--- src/rtl/fpu_cmd_sequencer_pkg.sv ---
// Shared types and constants for the FPU command sequencer: FSM states,
// completion status codes, serial word indices and the command record.
package fpu_seq_pkg;

  localparam int unsigned FPU_DATA_W = 16;
  localparam int unsigned FPU_OP_W   = 2;

  typedef enum logic [2:0] {
    S_IDLE,
    S_DRIVE,
    S_GAP,
    S_WAIT,
    S_REPORT
  } seq_state_t;

  localparam logic [1:0] ST_OK      = 2'b00;
  localparam logic [1:0] ST_ERR     = 2'b01;
  localparam logic [1:0] ST_TIMEOUT = 2'b10;

  localparam logic [1:0] WI_A    = 2'd0;
  localparam logic [1:0] WI_B    = 2'd1;
  localparam logic [1:0] WI_OP   = 2'd2;
  localparam logic [1:0] WI_EXEC = 2'd3;

  typedef struct packed {
    logic [FPU_OP_W-1:0]   op;
    logic [FPU_DATA_W-1:0] b;
    logic [FPU_DATA_W-1:0] a;
  } fpu_cmd_t;

  localparam int unsigned CMD_W = $bits(fpu_cmd_t);

  // Serial word presented to the FPU for a given word index.
  function automatic logic [FPU_DATA_W-1:0] word_sel(input fpu_cmd_t c, input logic [1:0] idx);
    case (idx)
      WI_A:    return c.a;
      WI_B:    return c.b;
      WI_OP:   return {{(FPU_DATA_W-FPU_OP_W){1'b0}}, c.op};
      default: return '0;
    endcase
  endfunction

endpackage

--- src/rtl/fpu_cmd_sequencer_if.sv ---
// Command / FPU / completion signal bundle for the sequencer.
// master = upstream + FPU side, slave = the sequencer itself.
interface fpu_cmd_sequencer_if;
  import fpu_seq_pkg::*;

  logic                  cmd_valid;
  logic                  cmd_ready;
  logic [FPU_DATA_W-1:0] cmd_a;
  logic [FPU_DATA_W-1:0] cmd_b;
  logic [FPU_OP_W-1:0]   cmd_op;
  logic                  fpu_start;
  logic [FPU_DATA_W-1:0] fpu_data;
  logic                  fpu_ready;
  logic                  fpu_error;
  logic                  busy;
  logic                  done_valid;
  logic [1:0]            done_status;
  logic [7:0]            done_count;

  modport master (
    output cmd_valid, cmd_a, cmd_b, cmd_op, fpu_ready, fpu_error,
    input  cmd_ready, fpu_start, fpu_data, busy, done_valid, done_status, done_count
  );

  modport slave (
    input  cmd_valid, cmd_a, cmd_b, cmd_op, fpu_ready, fpu_error,
    output cmd_ready, fpu_start, fpu_data, busy, done_valid, done_status, done_count
  );

endinterface

--- src/rtl/fpu_cmd_sequencer_fifo.sv ---
// Synchronous FIFO with occupancy counter. Push while full and pop while
// empty are ignored; simultaneous push/pop keeps occupancy unchanged.
module fpu_cmd_fifo #(
  parameter int unsigned WIDTH = 8,
  parameter int unsigned DEPTH = 4
) (
  input  logic             clk,
  input  logic             rst,
  input  logic             i_push,
  input  logic             i_pop,
  input  logic [WIDTH-1:0] i_data,
  output logic [WIDTH-1:0] o_data,
  output logic             o_full,
  output logic             o_empty
);

  localparam int unsigned PW = (DEPTH > 1) ? $clog2(DEPTH) : 1;
  localparam int unsigned CW = $clog2(DEPTH + 1);

  logic [WIDTH-1:0] r_mem [DEPTH];
  logic [PW-1:0]    r_wr;
  logic [PW-1:0]    r_rd;
  logic [CW-1:0]    r_cnt;
  logic             w_push;
  logic             w_pop;

  assign o_full  = (r_cnt == CW'(DEPTH));
  assign o_empty = (r_cnt == '0);
  assign w_push  = i_push && !o_full;
  assign w_pop   = i_pop && !o_empty;
  assign o_data  = r_mem[r_rd];

  // Storage write; contents need no reset since occupancy gates reads.
  always_ff @(posedge clk) begin
    if (w_push) r_mem[r_wr] <= i_data;
  end

  // Pointer and occupancy bookkeeping.
  always_ff @(posedge clk) begin
    if (!rst) begin
      r_wr  <= '0;
      r_rd  <= '0;
      r_cnt <= '0;
    end else begin
      if (w_push) r_wr <= (r_wr == PW'(DEPTH - 1)) ? '0 : r_wr + 1'b1;
      if (w_pop)  r_rd <= (r_rd == PW'(DEPTH - 1)) ? '0 : r_rd + 1'b1;
      case ({w_push, w_pop})
        2'b10:   r_cnt <= r_cnt + 1'b1;
        2'b01:   r_cnt <= r_cnt - 1'b1;
        default: r_cnt <= r_cnt;
      endcase
    end
  end

endmodule

--- src/rtl/fpu_cmd_sequencer.sv ---
// Buffers FPU commands and serialises each one as four strobed words
// (A, B, OP, EXEC) separated by gap cycles, then waits for FPU completion,
// error or timeout and reports a one-cycle done pulse with status.
module fpu_cmd_sequencer
  import fpu_seq_pkg::*;
#(
  parameter int unsigned TIMEOUT_CYCLES = 255,
  parameter int unsigned FIFO_DEPTH     = 4
) (
  input  logic                clk,
  input  logic                rst,
  fpu_cmd_sequencer_if.slave  bus
);

  localparam int unsigned TW = (TIMEOUT_CYCLES < 2) ? 1 : $clog2(TIMEOUT_CYCLES + 1);

  seq_state_t            r_state;
  logic [1:0]            r_idx;
  fpu_cmd_t              r_hold;
  logic [TW-1:0]         r_tmo;
  logic                  r_start;
  logic [FPU_DATA_W-1:0] r_data;
  logic                  r_dv;
  logic [1:0]            r_status;
  logic [7:0]            r_count;

  fpu_cmd_t              w_push_data;
  fpu_cmd_t              w_head;
  logic                  w_full;
  logic                  w_empty;
  logic                  w_pop;

  assign w_push_data.op = bus.cmd_op;
  assign w_push_data.b  = bus.cmd_b;
  assign w_push_data.a  = bus.cmd_a;
  assign w_pop          = (r_state == S_IDLE) && !w_empty;

  fpu_cmd_fifo #(
    .WIDTH (CMD_W),
    .DEPTH (FIFO_DEPTH)
  ) u_fifo (
    .clk     (clk),
    .rst     (rst),
    .i_push  (bus.cmd_valid),
    .i_pop   (w_pop),
    .i_data  (w_push_data),
    .o_data  (w_head),
    .o_full  (w_full),
    .o_empty (w_empty)
  );

  assign bus.cmd_ready   = !w_full;
  assign bus.busy        = (r_state != S_IDLE);
  assign bus.fpu_start   = r_start;
  assign bus.fpu_data    = r_data;
  assign bus.done_valid  = r_dv;
  assign bus.done_status = r_status;
  assign bus.done_count  = r_count;

  // Sequencer FSM; strobe/data/done outputs are loaded on the edge entering
  // the state they belong to, so they are valid for exactly that state.
  always_ff @(posedge clk) begin
    if (!rst) begin
      r_state  <= S_IDLE;
      r_idx    <= WI_A;
      r_hold   <= '0;
      r_tmo    <= '0;
      r_start  <= 1'b0;
      r_data   <= '0;
      r_dv     <= 1'b0;
      r_status <= ST_OK;
      r_count  <= '0;
    end else begin
      r_start <= 1'b0;
      r_data  <= '0;
      r_dv    <= 1'b0;
      case (r_state)
        S_IDLE: begin
          if (!w_empty) begin
            r_hold  <= w_head;
            r_idx   <= WI_A;
            r_start <= 1'b1;
            r_data  <= word_sel(w_head, WI_A);
            r_state <= S_DRIVE;
          end
        end
        S_DRIVE: r_state <= S_GAP;
        S_GAP: begin
          if (r_idx != WI_EXEC) begin
            r_idx   <= r_idx + 2'd1;
            r_start <= 1'b1;
            r_data  <= word_sel(r_hold, r_idx + 2'd1);
            r_state <= S_DRIVE;
          end else begin
            r_tmo   <= '0;
            r_state <= S_WAIT;
          end
        end
        S_WAIT: begin
          if (bus.fpu_error || bus.fpu_ready || (r_tmo == TW'(TIMEOUT_CYCLES))) begin
            r_dv     <= 1'b1;
            r_count  <= r_count + 8'd1;
            r_state  <= S_REPORT;
            r_status <= bus.fpu_error ? ST_ERR : (bus.fpu_ready ? ST_OK : ST_TIMEOUT);
          end else begin
            r_tmo <= r_tmo + 1'b1;
          end
        end
        S_REPORT: r_state <= S_IDLE;
        default:  r_state <= S_IDLE;
      endcase
    end
  end

endmodule

--- src/flat_wrapper.sv ---
// flat-port wrapper written by rule: the top's interface ports become plain ports
module fpu_cmd_sequencer_flat import fpu_seq_pkg::*;
#(
  parameter int unsigned TIMEOUT_CYCLES = 255,
  parameter int unsigned FIFO_DEPTH     = 4
)
  (clk, rst, bus_cmd_valid, bus_cmd_a, bus_cmd_b, bus_cmd_op, bus_fpu_ready, bus_fpu_error, bus_cmd_ready, bus_fpu_start, bus_fpu_data, bus_busy, bus_done_valid, bus_done_status, bus_done_count);
  fpu_cmd_sequencer_if bus_i ();
  input  logic clk;
  input  logic rst;
  input wire logic [$bits(bus_i.cmd_valid)-1:0] bus_cmd_valid;
  input wire logic [$bits(bus_i.cmd_a)-1:0] bus_cmd_a;
  input wire logic [$bits(bus_i.cmd_b)-1:0] bus_cmd_b;
  input wire logic [$bits(bus_i.cmd_op)-1:0] bus_cmd_op;
  input wire logic [$bits(bus_i.fpu_ready)-1:0] bus_fpu_ready;
  input wire logic [$bits(bus_i.fpu_error)-1:0] bus_fpu_error;
  output wire logic [$bits(bus_i.cmd_ready)-1:0] bus_cmd_ready;
  output wire logic [$bits(bus_i.fpu_start)-1:0] bus_fpu_start;
  output wire logic [$bits(bus_i.fpu_data)-1:0] bus_fpu_data;
  output wire logic [$bits(bus_i.busy)-1:0] bus_busy;
  output wire logic [$bits(bus_i.done_valid)-1:0] bus_done_valid;
  output wire logic [$bits(bus_i.done_status)-1:0] bus_done_status;
  output wire logic [$bits(bus_i.done_count)-1:0] bus_done_count;
  assign bus_i.cmd_valid = bus_cmd_valid;
  assign bus_i.cmd_a = bus_cmd_a;
  assign bus_i.cmd_b = bus_cmd_b;
  assign bus_i.cmd_op = bus_cmd_op;
  assign bus_i.fpu_ready = bus_fpu_ready;
  assign bus_i.fpu_error = bus_fpu_error;
  assign bus_cmd_ready = bus_i.cmd_ready;
  assign bus_fpu_start = bus_i.fpu_start;
  assign bus_fpu_data = bus_i.fpu_data;
  assign bus_busy = bus_i.busy;
  assign bus_done_valid = bus_i.done_valid;
  assign bus_done_status = bus_i.done_status;
  assign bus_done_count = bus_i.done_count;
  fpu_cmd_sequencer #(.TIMEOUT_CYCLES(TIMEOUT_CYCLES), .FIFO_DEPTH(FIFO_DEPTH)) u_core (.clk(clk), .rst(rst), .bus(bus_i));
endmodule
--- config.mk ---
export PLATFORM = sky130hd
export DESIGN_NAME = fpu_cmd_sequencer_flat
export DESIGN_NICKNAME = d
export VERILOG_FILES = /design/src/rtl/fpu_cmd_sequencer_pkg.sv /design/src/rtl/fpu_cmd_sequencer_if.sv /design/src/rtl/fpu_cmd_sequencer_fifo.sv /design/src/rtl/fpu_cmd_sequencer.sv /design/src/flat_wrapper.sv
export SDC_FILE = /design/constraint.sdc
export NUM_CORES = 1
export LEC_CHECK = 0
export ABC_AREA = 1
export CORE_UTILIZATION = 44
export CTS_CLUSTER_DIAMETER = 50
export DETAILED_ROUTE_END_ITERATION = 6
export PLACE_DENSITY = 0.72
export SYNTH_ARGS = -nofsm -noshare
export SYNTH_HDL_FRONTEND = slang
export SYNTH_HIERARCHICAL = 1
export SYNTH_SLANG_ARGS = --single-unit
--- constraint.sdc ---
create_clock -name clk -period 3.65 [get_ports clk]
set_input_delay 0.9125 -clock clk [delete_from_list [all_inputs] [get_ports clk]]
set_output_delay 0.9125 -clock clk [all_outputs]
set_load 0.02 [all_outputs]
==> impl_results.md, run 1 <==
* Hold-critical path depth at 2
* Max Cap Viol at 0
* Reg-to-reg startpoint: u_core/u_fifo/r_cnt[1]
* First DRT Iteration DRCs at 388
* Total Neg Setup Slack at 0 ps
* Largest net degree at the start of global routing at 69
* Num rows at 52
* Nets@finish at 988
* Syn_area_per_cell at 10.47 um2
* FF-to-FF End: u_core/u_fifo/r_cnt[2]
* Sequential share of the synthesized area at 63.65%
* Post-Syn Area at 0.009059 mm2
* FF-to-FF path depth at 17
* CTS Buf Count at 25
* Hold_buf cts at 0
* Period Utilization, post-route at 80.03%
* First-pass GRT wire length at 30950 um
* Hold Path Sink: u_core/r_hold[21]
* Antenna viol nets, final at 0
* Synthesized instance count at 865
* Ys Warns at 6
* Core area at 0.02023 mm2
* Starting Density at 44.77%
* Final number of hold-violating endpoints at 0
* Post-DP HPWL at 12050 um
* Final Util at 53.46%
* GP Congestion at 0.7696
* Synth top area share at 45.08%
* Status: finished clean
* DR pass1 iterations at 7
* Worst slew pin tran at 647.0 ps
* Vias at 6272
* Total track usage at 18.34%
* Worst-skew pair later-pin latency at 520 ps
* CTS Sinks at 220
* # port buffers at 68
* Layout cells sized above 1 at 12.89%
* Post-synth top cells: 142 x nand2_1, 136 x edfxtp_1, 101 x nor2_1
* Antenna diodes at 0
* Antenna violations before repair at 0
* Critical path launch point type: flop
* Slew Limit Headroom at 56.86%
* Drt wl/cell at 15.54 um
* Die ar. at 0.02117 mm2
* Endpoints failing setup at 0
* DP Cell Count at 1178
* Aggregate routed wire length at 19020 um
* Residual DRC at 0
* Die height at 145.5 um
* Top post-synthesis cells by area: edfxtp_1 45%, dfxtp_1 19%, nand2_1 5.9%
* Chip Width at 145.5 um
* Post_cts resized at 0
* Post-layout minimum cycle time at 2921 ps
* Post-synth EDFFs at 136
* Max Root-Sink Buffers at 3
* Worst Path Max Fanout at 18
* Achievable frequency at 0.3423 GHz
* Number of synthesized register bits at 220
* Power Dens Cells at 786.7 mW/mm2
* RSZ-0062 raised after global routing: false
* Most frequent cell after synthesis: nand2_1
* Hold Startpoint: u_core/r_hold[21]
* Count of cell types in the netlist at 33
* Post-Layout Cell Count at 1224
* Syn-to-layout area delta at 19.41%
* TritonCTS clock tree: done
* Critical Path Sink Type: primary output
* I/O pin cnt at 69
* Clk slew on worst S/H paths at 60 ps
* Ys async rst share at 0%
* Overflow after GRT at 0
* Clk Tree Root Cell: clkbuf_16
* Reg2reg setup slack at 1110 ps
* Worst vdd ir at 457.7 uV
* Via density at 5.124
* Area leader, netlist: edfxtp_1
* Syn Nets at 918
* Leak at 3.858 nW
* Max Slew Vio Count at 0
* Class of the worst hold path: flop to flop
* Fillers at 1709
* H-tree levels at 1
* Critical Path AT at 2010 ps
* Synth Flop Type: edfxtp_1
* Setup Fix Bufs, Post-CTS at 0
* Critical path class: flop to primary output
* CP required at 2740 ps
* Vias in the first global route at 6018
* Layout Skew at 10.87 ps
-- power by group --
part	internal (W)	switching (W)	total [W]
Clock	0.00159	0.000977	0.00257
Combinational	0.000888	0.00174	0.00263
Sequential	0.00308	0.000228	0.00331
Total	0.00556	0.00295	0.00851
-- cell type report --
type | count | area, um2 | share of cell area [%]
sequential | 220 | 5767 | 53.31
multi-input combinational | 527 | 2749 | 25.41
timing repair buffer | 83 | 805.8 | 7.449
clock buffer | 31 | 669.4 | 6.189
tap | 270 | 337.8 | 3.123
inverter | 78 | 297.8 | 2.753
clock inverter | 15 | 190.2 | 1.758
-- registers in the layout, summed over array words and instances, names as in the netlist, named ones only --
register / cells
u_core/bus.done_status: 2
u_core/u_fifo/r_cnt: 3
u_core/u_fifo/r_wr: 2
u_core/bus.done_valid: 1
u_core/u_fifo/r_rd: 2
u_core/u_fifo/r_mem: 136
u_core/r_tmo: 8
u_core/r_idx: 2
u_core/bus.fpu_data: 16
u_core/r_hold: 34
u_core/bus.fpu_start: 1
u_core/r_state: 3
u_core/bus.done_count: 8
-- critical path, cell delays in order (launching register included) --
cell and delay [ps]:
dfxtp_1 440, nor2_2 90, nand2_1 70, buf_4 220
clkdlybuf4s50_1 680
-- how the worst max path moves through the flow --
stage | from | slack [ps] | endpoint
CTS | u_core/r_state[2] | 710 | bus_busy
global route | u_core/r_state[2] | 650 | bus_busy
detailed placement | bus_cmd_valid | 860 | u_core/u_fifo/r_cnt[2]
finish | u_core/r_state[2] | 730 | bus_busy
global placement | bus_cmd_valid | 930 | u_core/u_fifo/r_cnt[2]
floorplan | bus_cmd_valid | 730 | u_core/u_fifo/r_mem[0][0]
-- placed cells by master, fill, tap and decap left out --
cell type        count
xor2_1               2
nand2_1            142
fa_1                 1
clkinvlp_4           1
clkinv_2             4
nand2_4              2
o21ai_0            100
o22ai_1             14
a21oi_2              9
dfxtp_1             83
edfxtp_1           136
clkbuf_16           26
nand2_2              2
inv_2                4
nor2_2              26
o21ai_1              7
nor2_4               3
nand4_1              4
nor2_1              97
inv_6                4
buf_12               1
nand3b_1             1
clkdlybuf4s50_1     68
dfxtp_2              1
nor3_1               1
a21oi_1             65
inv_1               71
a21oi_4              1
buf_4               14
xnor2_1              1
clkbuf_1             5
bufinv_16            4
clkinv_1             4
nand3_1             16
o22ai_2             20
ha_1                13
clkinv_4             1
-- metal layers --
layer,vias to the layer above,share of wire (%),global-route usage [%]
met4,0,1.6,4.842
met1,2996,45,24.63
met3,23,5.9,3.480
li1,3074,-,-
met2,179,48,30.53
met5,-,0,0
-- cells by family (layout without fill, tap and decap cells) --
logic type | after synthesis | in the layout | share of synthesized area (%)
adder cells (fa/ha/maj) | 14 | 14 | 2.017
AO/OA/AOI/OAI | 216 | 216 | 14.28
flip-flops | 220 | 220 | 63.65
AND/OR/NAND/NOR | 294 | 294 | 13.59
buffers and inverters | 118 | 207 | 6.174
XOR/XNOR | 3 | 3 | 0.2901
-- metrics by stage --
| step | power [W] | hold slack (ps) | area (um2) | setup WS [ps] |
|---|---|---|---|---|
| floorplan | 0.005229 | 424.5 | 9059 | 726.3 |
| global placement | 0.005889 | 437.8 | 9957 | 925.3 |
| detailed placement | 0.005967 | 443.7 | 9957 | 863.6 |
| CTS | 0.008547 | 452.4 | 10820 | 710.8 |
| global route | 0.009009 | 481.5 | 10820 | 645.1 |
| finish | 0.008509 | 450.6 | 10820 | 728.8 |
Note: power is estimated with default switching activity, not from simulation.
==> run 2: changes to the inputs <==
Settings changed: PLACE_DENSITY 0.72 to 0.74.
Clock period 3.65 ns to 2.59 ns, I/O delays scaled along.
==> run 2 against run 1 <==
  * Total power rose by 38%
  * Worst setup slack got worse by 640 ps
  * Flip-flop and latch count stayed put
  * Sequential share of layout area decreased by 0.16 points
  * Via count shrank 1.1%
  * Largest power group unchanged
  * Register-to-register slack lost 640 ps
==> impl_results.md, run 2 (synthesis results as in run 1) <==
* Status: finished clean (unchanged)
* Post-DP HPWL at 11780 um (was 12050 um)
* Final number of hold-violating endpoints at 0 (unchanged)
* DR pass1 iterations at 5 (was 7)
* Worst setup path endpoint: bus_busy (unchanged)
* CP required at 1940 ps (was 2740 ps)
* Overflow after GRT at 0 (unchanged)
* Most common cell after layout, fill and taps aside: nand2_1 (unchanged)
* Leak at 3.872 nW (was 3.858 nW)
* Post-layout minimum cycle time at 2499 ps
* GP Congestion at 0.8310 (was 0.7696)
* Worst slew pin tran at 668.5 ps (was 647.0 ps)
* Final worst setup slack at 90.58 ps (was 728.8 ps)
* Max Cap Viol at 0 (unchanged)
* Aggregate routed wire length at 18670 um (was 19020 um)
* FF+latch area at 0.005767 mm2 (unchanged)
* Area of the multi-input gates at 0.002744 mm2 (was 0.002749 mm2)
* Endpoints failing setup at 0 (unchanged)
* Hold_buf cts at 0 (unchanged)
* Worst vdd ir at 646.0 uV (was 457.7 uV)
* Worst Path Max Fanout at 4 (was 18)
* CTS Sinks at 220 (unchanged)
* Antenna diodes at 0 (unchanged)
* Vias in the first global route at 5894 (was 6018)
* Max Slew Vio Count at 0 (unchanged)
* Max FFs per register at 136 (unchanged)
* Reg-to-reg startpoint: u_core/u_fifo/r_cnt[1] (unchanged)
* Top reg by flops: u_core/u_fifo/r_mem (unchanged)
* Commonest non-fill, non-tap cells in the layout: 142 x nand2_1, 136 x edfxtp_1, 100 x o21ai_0 (unchanged)
* Post-Layout Cell Count at 1229 (was 1224)
* Max Root-Sink Buffers at 3 (unchanged)
* Chip Width at 145.5 um (unchanged)
* # port buffers at 68 (unchanged)
* Critical path's largest stage delay at 570 ps (was 680 ps)
* Syn-to-layout area delta at 19.77% (was 19.41%)
* Critical path launch point type: flop (unchanged)
* Class of the worst hold path: flop to flop (unchanged)
* Period Utilization, post-route at 96.50%
* Critical Path Sink Type: primary output (unchanged)
* Clk Tree Root Cell: clkbuf_16 (unchanged)
* Hold_ws at 451.7 ps (was 450.6 ps)
* FF-to-FF path depth at 17 (unchanged)
* Setup Fix Bufs, Post-CTS at 0 (unchanged)
* Critical path's slowest cell: clkdlybuf4s50_1 (unchanged)
* Power Dens Cells at 1086 mW/mm2 (was 786.7 mW/mm2)
* First-pass GRT wire length at 30060 um (was 30950 um)
* DP Cell Count at 1183 (was 1178)
* Clk slew on worst S/H paths at 60 ps (about the same)
* Fillers at 1688 (was 1709)
* CP startpoint: u_core/r_state[2] (unchanged)
* Antenna violations before repair at 0 (unchanged)
* Nets@finish at 993 (was 988)
* Reg2reg setup slack at 470 ps (was 1110 ps)
* TritonCTS clock tree: done (unchanged)
* Worst-skew pair later-pin latency at 520 ps (about the same)
* Num rows at 52 (unchanged)
* Post_cts resized at 0 (unchanged)
* Hold Startpoint: u_core/r_hold[23] (was u_core/r_hold[21])
* Crit-path cells: nor2_2, nand2_1, clkdlybuf4s50_1 (was nor2_2, nand2_1, buf_4, clkdlybuf4s50_1)
* Layout cells sized above 1 at 13.14% (was 12.89%)
* Dpl ws at 370.1 ps (was 863.6 ps)
* Die height at 145.5 um (unchanged)
* RSZ-0062 raised after global routing: false (unchanged)
* Via density at 5.049 (was 5.124)
* Core area at 0.02023 mm2 (unchanged)
* CTS Buf Count at 25 (unchanged)
* Critical Path AT at 1850 ps (was 2010 ps)
* Overall power at 0.01178 W (was 0.008509 W)
* Drt wl/cell at 15.19 um (was 15.54 um)
* Starting Density at 44.77% (unchanged)
* Vias at 6205 (was 6272)
* I/O pin cnt at 69 (unchanged)
* H-tree levels at 1 (unchanged)
* Die ar. at 0.02117 mm2 (unchanged)
* Slew Limit Headroom at 55.43% (was 56.86%)
* Largest net degree at the start of global routing at 65 (was 69)
* Layout Skew at 12.55 ps (was 10.87 ps)
* Achievable frequency at 0.4001 GHz
* FF-to-FF End: u_core/u_fifo/r_cnt[2] (unchanged)
* Antenna viol nets, final at 0 (unchanged)
* Total track usage at 17.77% (was 18.34%)
* Critical path class: flop to primary output (unchanged)
* Residual DRC at 0 (unchanged)
* First DRT Iteration DRCs at 463 (was 388)
==> run 2: cell types whose count changed in the layout (fill, tap and decap cells not counted), sizes merged <==
cell,change
inv,+2
buf,+5
clkbuf,+3
clkinv,-1
clkinvlp,-1
bufinv,-3
==> run 2: cell type report <==
class / count / share of cell area [%]
Tap cell: 270 / 3.114
Sequential cell: 220 / 53.15
Multi-Input combinational cell: 527 / 25.29
Clock buffer: 34 / 6.354
Inverter: 78 / 2.745
Clock inverter: 12 / 1.107
Timing Repair Buffer: 88 / 8.234
==> run 2: per-stage QoR <==
step	TNS, ps	area, um2	util, %
floorplan	-9345	9059	-
global placement	0	10040	49.62
detailed placement	0	10040	49.62
CTS	0	10850	53.62
global route	0	10850	53.62
finish	0	10850	53.62
==> run 2: worst min path at each step <==
stage | to | slack [ps] | depth (start not counted)
finish | u_core/r_hold[23] | 450 | 2
global route | u_core/r_hold[23] | 470 | 2
CTS | u_core/r_hold[23] | 450 | 2
detailed placement | u_core/r_hold[23] | 450 | 2
global placement | u_core/r_hold[23] | 440 | 2
floorplan | u_core/r_hold[18] | 420 | 2
==> run 2: layer usage <==
| layer | GRT usage (%) | wire (um) | vias up | part of all wire, % |
|---|---|---|---|---|
| li1 | - | - | 3085 | - |
| met5 | 0 | 0 | - | 0 |
| met4 | 5.158 | 355 | 0 | 1.9 |
| met3 | 2.696 | 1024 | 21 | 5.5 |
| met1 | 23.71 | 8284 | 2924 | 44 |
| met2 | 30.07 | 9004 | 175 | 48 |
==> run 2: where the power goes <==
part	leakage [nW]	switching (W)	internal, W
sequential	1.93	0.000251	0.00434
combinational	1.54	0.00249	0.00131
clock	0.398	0.00139	0.00200
total	3.87	0.00413	0.00765
==> run 2: worst max-delay path, delay by kind of cell (launching register included) <==
kind,cells,cell delay (ps)
buffers and inverters,1,570
AND/OR/NAND/NOR,2,400
flip-flops,1,370
==> run 3: changes to the inputs <==
Settings changed: CTS_CLUSTER_SIZE from default to 30, SLEW_MARGIN from default to 30.
==> run 3 against run 2 <==
  * Design area shrank 1.0%
  * Fmax grew 0.69%
  * Flip-flop and latch count is the same
  * Clock skew is essentially flat
  * Sequential power is essentially flat
  * Critical path depth is the same
  * Combinational power is essentially flat
  * Hold slack gained 2.4 ps
  * Via count grew 0.66%
  * Total power shrank 2.6%
  * Critical endpoint unchanged
  * Cell count shrank 0.65%
  * Largest cell class unchanged
  * Global-route usage shrank 0.17 points
==> impl_results.md, run 3 (synthesis results as in run 1) <==
* First-pass GRT wire length at 29730 um (was 30060 um)
* Top reg by flops: u_core/u_fifo/r_mem (unchanged)
* Status: finished clean (unchanged)
* Vias in the first global route at 5841 (was 5894)
* Proportion of power drawn by the clock network at 27.1% (was 28.8%)
* GP Congestion at 0.8310 (unchanged)
* Aggregate routed wire length at 18590 um (was 18670 um)
* Critical Path AT at 1830 ps (was 1850 ps)
* Critical path class: flop to primary output (unchanged)
* RSZ-0062 raised after global routing: false (unchanged)
* Antenna diodes at 0 (unchanged)
* Total Neg Setup Slack at 0 ps (unchanged)
* FF-to-FF path depth at 17 (unchanged)
* Critical Path Sink Type: primary output (unchanged)
* Overall power at 0.01148 W (was 0.01178 W)
* Antenna viol nets, final at 0 (unchanged)
* Cell Int Power at 0.007312 W (was 0.007648 W)
* I/O pin cnt at 69 (unchanged)
* Nets@finish at 989 (was 993)
* Die ar. at 0.02117 mm2 (unchanged)
* Hold_buf cts at 0 (unchanged)
* Post_cts resized at 0 (unchanged)
* Chip Width at 145.5 um (unchanged)
* Largest net degree at the start of global routing at 65 (unchanged)
* CP required at 1940 ps (about the same)
* Post-layout minimum cycle time at 2482 ps (was 2499 ps)
* Via density at 5.115 (was 5.049)
* Num rows at 52 (unchanged)
* Commonest non-fill, non-tap cells in the layout: 142 x nand2_1, 136 x edfxtp_1, 100 x o21ai_0 (unchanged)
* Reg2reg setup slack at 430 ps (was 470 ps)
* Max Cap Viol at 0 (unchanged)
* Critical path's largest stage delay at 570 ps (about the same)
* Worst slew pin tran at 667.0 ps (was 668.5 ps)
* Clk slew on worst S/H paths at 80 ps (was 60 ps)
* Clk Tree Root Cell: clkbuf_16 (unchanged)
* Vias at 6246 (was 6205)
* Crit-path cells: nor2_2, nand2_1, clkdlybuf4s50_1 (unchanged)
* H-tree levels at 1 (unchanged)
* Layout cells sized above 1 at 12.93% (was 13.14%)
* Fillers at 1693 (was 1688)
* Max Slew Vio Count at 0 (unchanged)
* Setup Fix Bufs, Post-CTS at 0 (unchanged)
* Critical path launch point type: flop (unchanged)
* Layout Skew at 12.24 ps (was 12.55 ps)
* Power Dens Cells at 1069 mW/mm2 (was 1086 mW/mm2)
* Die height at 145.5 um (unchanged)
* Drt wl/cell at 15.22 um (was 15.19 um)
* TritonCTS clock tree: done (unchanged)
* Syn-to-layout area delta at 18.56% (was 19.77%)
* Class of the worst hold path: flop to flop (unchanged)
* Overflow after GRT at 0 (unchanged)
* DR pass1 iterations at 5 (unchanged)
* Sw Share at 36.29% (was 35.08%)
* Worst-skew pair later-pin latency at 510 ps (was 520 ps)
* Combinational cell fraction of total power at 33.0% (was 32.3%)
* Max FFs per register at 136 (unchanged)
* Sequential share of power at 39.9% (was 39.0%)
* CTS Buf Count at 21 (was 25)
* Period Utilization, post-route at 95.84% (was 96.50%)
* Residual DRC at 0 (unchanged)
* Critical path's slowest cell: clkdlybuf4s50_1 (unchanged)
* Most common cell after layout, fill and taps aside: nand2_1 (unchanged)
* Core area at 0.02023 mm2 (unchanged)
* First DRT Iteration DRCs at 591 (was 463)
* # port buffers at 68 (unchanged)
* CTS Sinks at 220 (unchanged)
* Slew Limit Headroom at 55.53% (was 55.43%)
* Starting Density at 44.77% (unchanged)
* Max Root-Sink Buffers at 3 (unchanged)
* Psw at 0.004164 W (was 0.004132 W)
* Final number of hold-violating endpoints at 0 (unchanged)
* Worst Path Max Fanout at 4 (unchanged)
* Post-DP HPWL at 11780 um (unchanged)
* Endpoints failing setup at 0 (unchanged)
* Achievable frequency at 0.4028 GHz (was 0.4001 GHz)
* Hold-critical path depth at 2 (unchanged)
* Antenna violations before repair at 0 (unchanged)
* Total track usage at 17.60% (was 17.77%)
* Worst vdd ir at 641.1 uV (was 646.0 uV)
* Leak at 3.814 nW (was 3.872 nW)
## run 3: changes by cell type in the layout (fill, tap and decap cells not counted)
cell / previous run / this run
clkbuf_1: 6 / 1
clkbuf_16: 25 / 21
clkbuf_8: 3 / 0
inv_12: 0 / 2
clkinv_2: 2 / 1
clkinv_8: 0 / 1
clkinvlp_4: 0 / 1
inv_16: 1 / 0
inv_6: 3 / 4
inv_8: 2 / 3
## run 3: layout make-up
| class | count | area (um2) | share of cell area [%] |
|---|---|---|---|
| Clock buffer | 22 | 529.3 | 4.928 |
| Clock inverter | 16 | 171.4 | 1.596 |
| Inverter | 78 | 297.8 | 2.773 |
| Multi-Input combinational cell | 527 | 2744 | 25.55 |
| Sequential cell | 220 | 5767 | 53.69 |
| Tap cell | 270 | 337.8 | 3.145 |
| Timing Repair Buffer | 88 | 893.4 | 8.318 |
## run 3: layer usage
| layer | track usage [%] | routed length, um | vias up |
|---|---|---|---|
| met2 | 29.42 | 8802 | 190 |
| met1 | 23.76 | 8271 | 2951 |
| li1 | - | - | 3075 |
| met5 | 0 | 0 | - |
| met4 | 5.842 | 501 | 0 |
| met3 | 2.288 | 1010 | 30 |
## run 3: worst paths after layout
check | startpoint | endpoint
setup / recovery | u_core/r_state[2] | bus_busy
hold / removal | u_core/r_hold[23] | u_core/r_hold[23]
setup reg to reg | u_core/u_fifo/r_cnt[1] | u_core/u_fifo/r_cnt[2]
hold reg to reg | u_core/r_hold[23] | u_core/r_hold[23]
## run 3: critical path: cells and delay by family (launching register included)
kind | cells | cell delay (ps)
buffers and inverters | 1 | 570
flip-flops | 1 | 370
AND/OR/NAND/NOR | 2 | 390
## run 3: power by group through the flow
stage | logic, W | clock network, W | registers, W
3_3_place_gp | 0.00368 | 0 | 0.00464
2_1_floorplan | 0.00266 | 0 | 0.00471
6_report | 0.00379 | 0.00311 | 0.00458
5_1_grt | 0.00417 | 0.00328 | 0.00464
3_5_place_dp | 0.00376 | 0 | 0.00465
4_1_cts | 0.00379 | 0.00315 | 0.00458
## run 3: metrics by stage
step	setup slack [ps]	instances	util (%)	hold WS, ps	area (um2)
floorplan	-68.71	865	-	424.5	9059
global placement	389.5	1183	49.62	441.5	10040
detailed placement	370.1	1183	49.62	445.9	10040
CTS	94.86	1221	53.08	456.3	10740
global route	65.42	1221	53.08	473.5	10740
finish	107.6	1221	53.08	454.2	10740
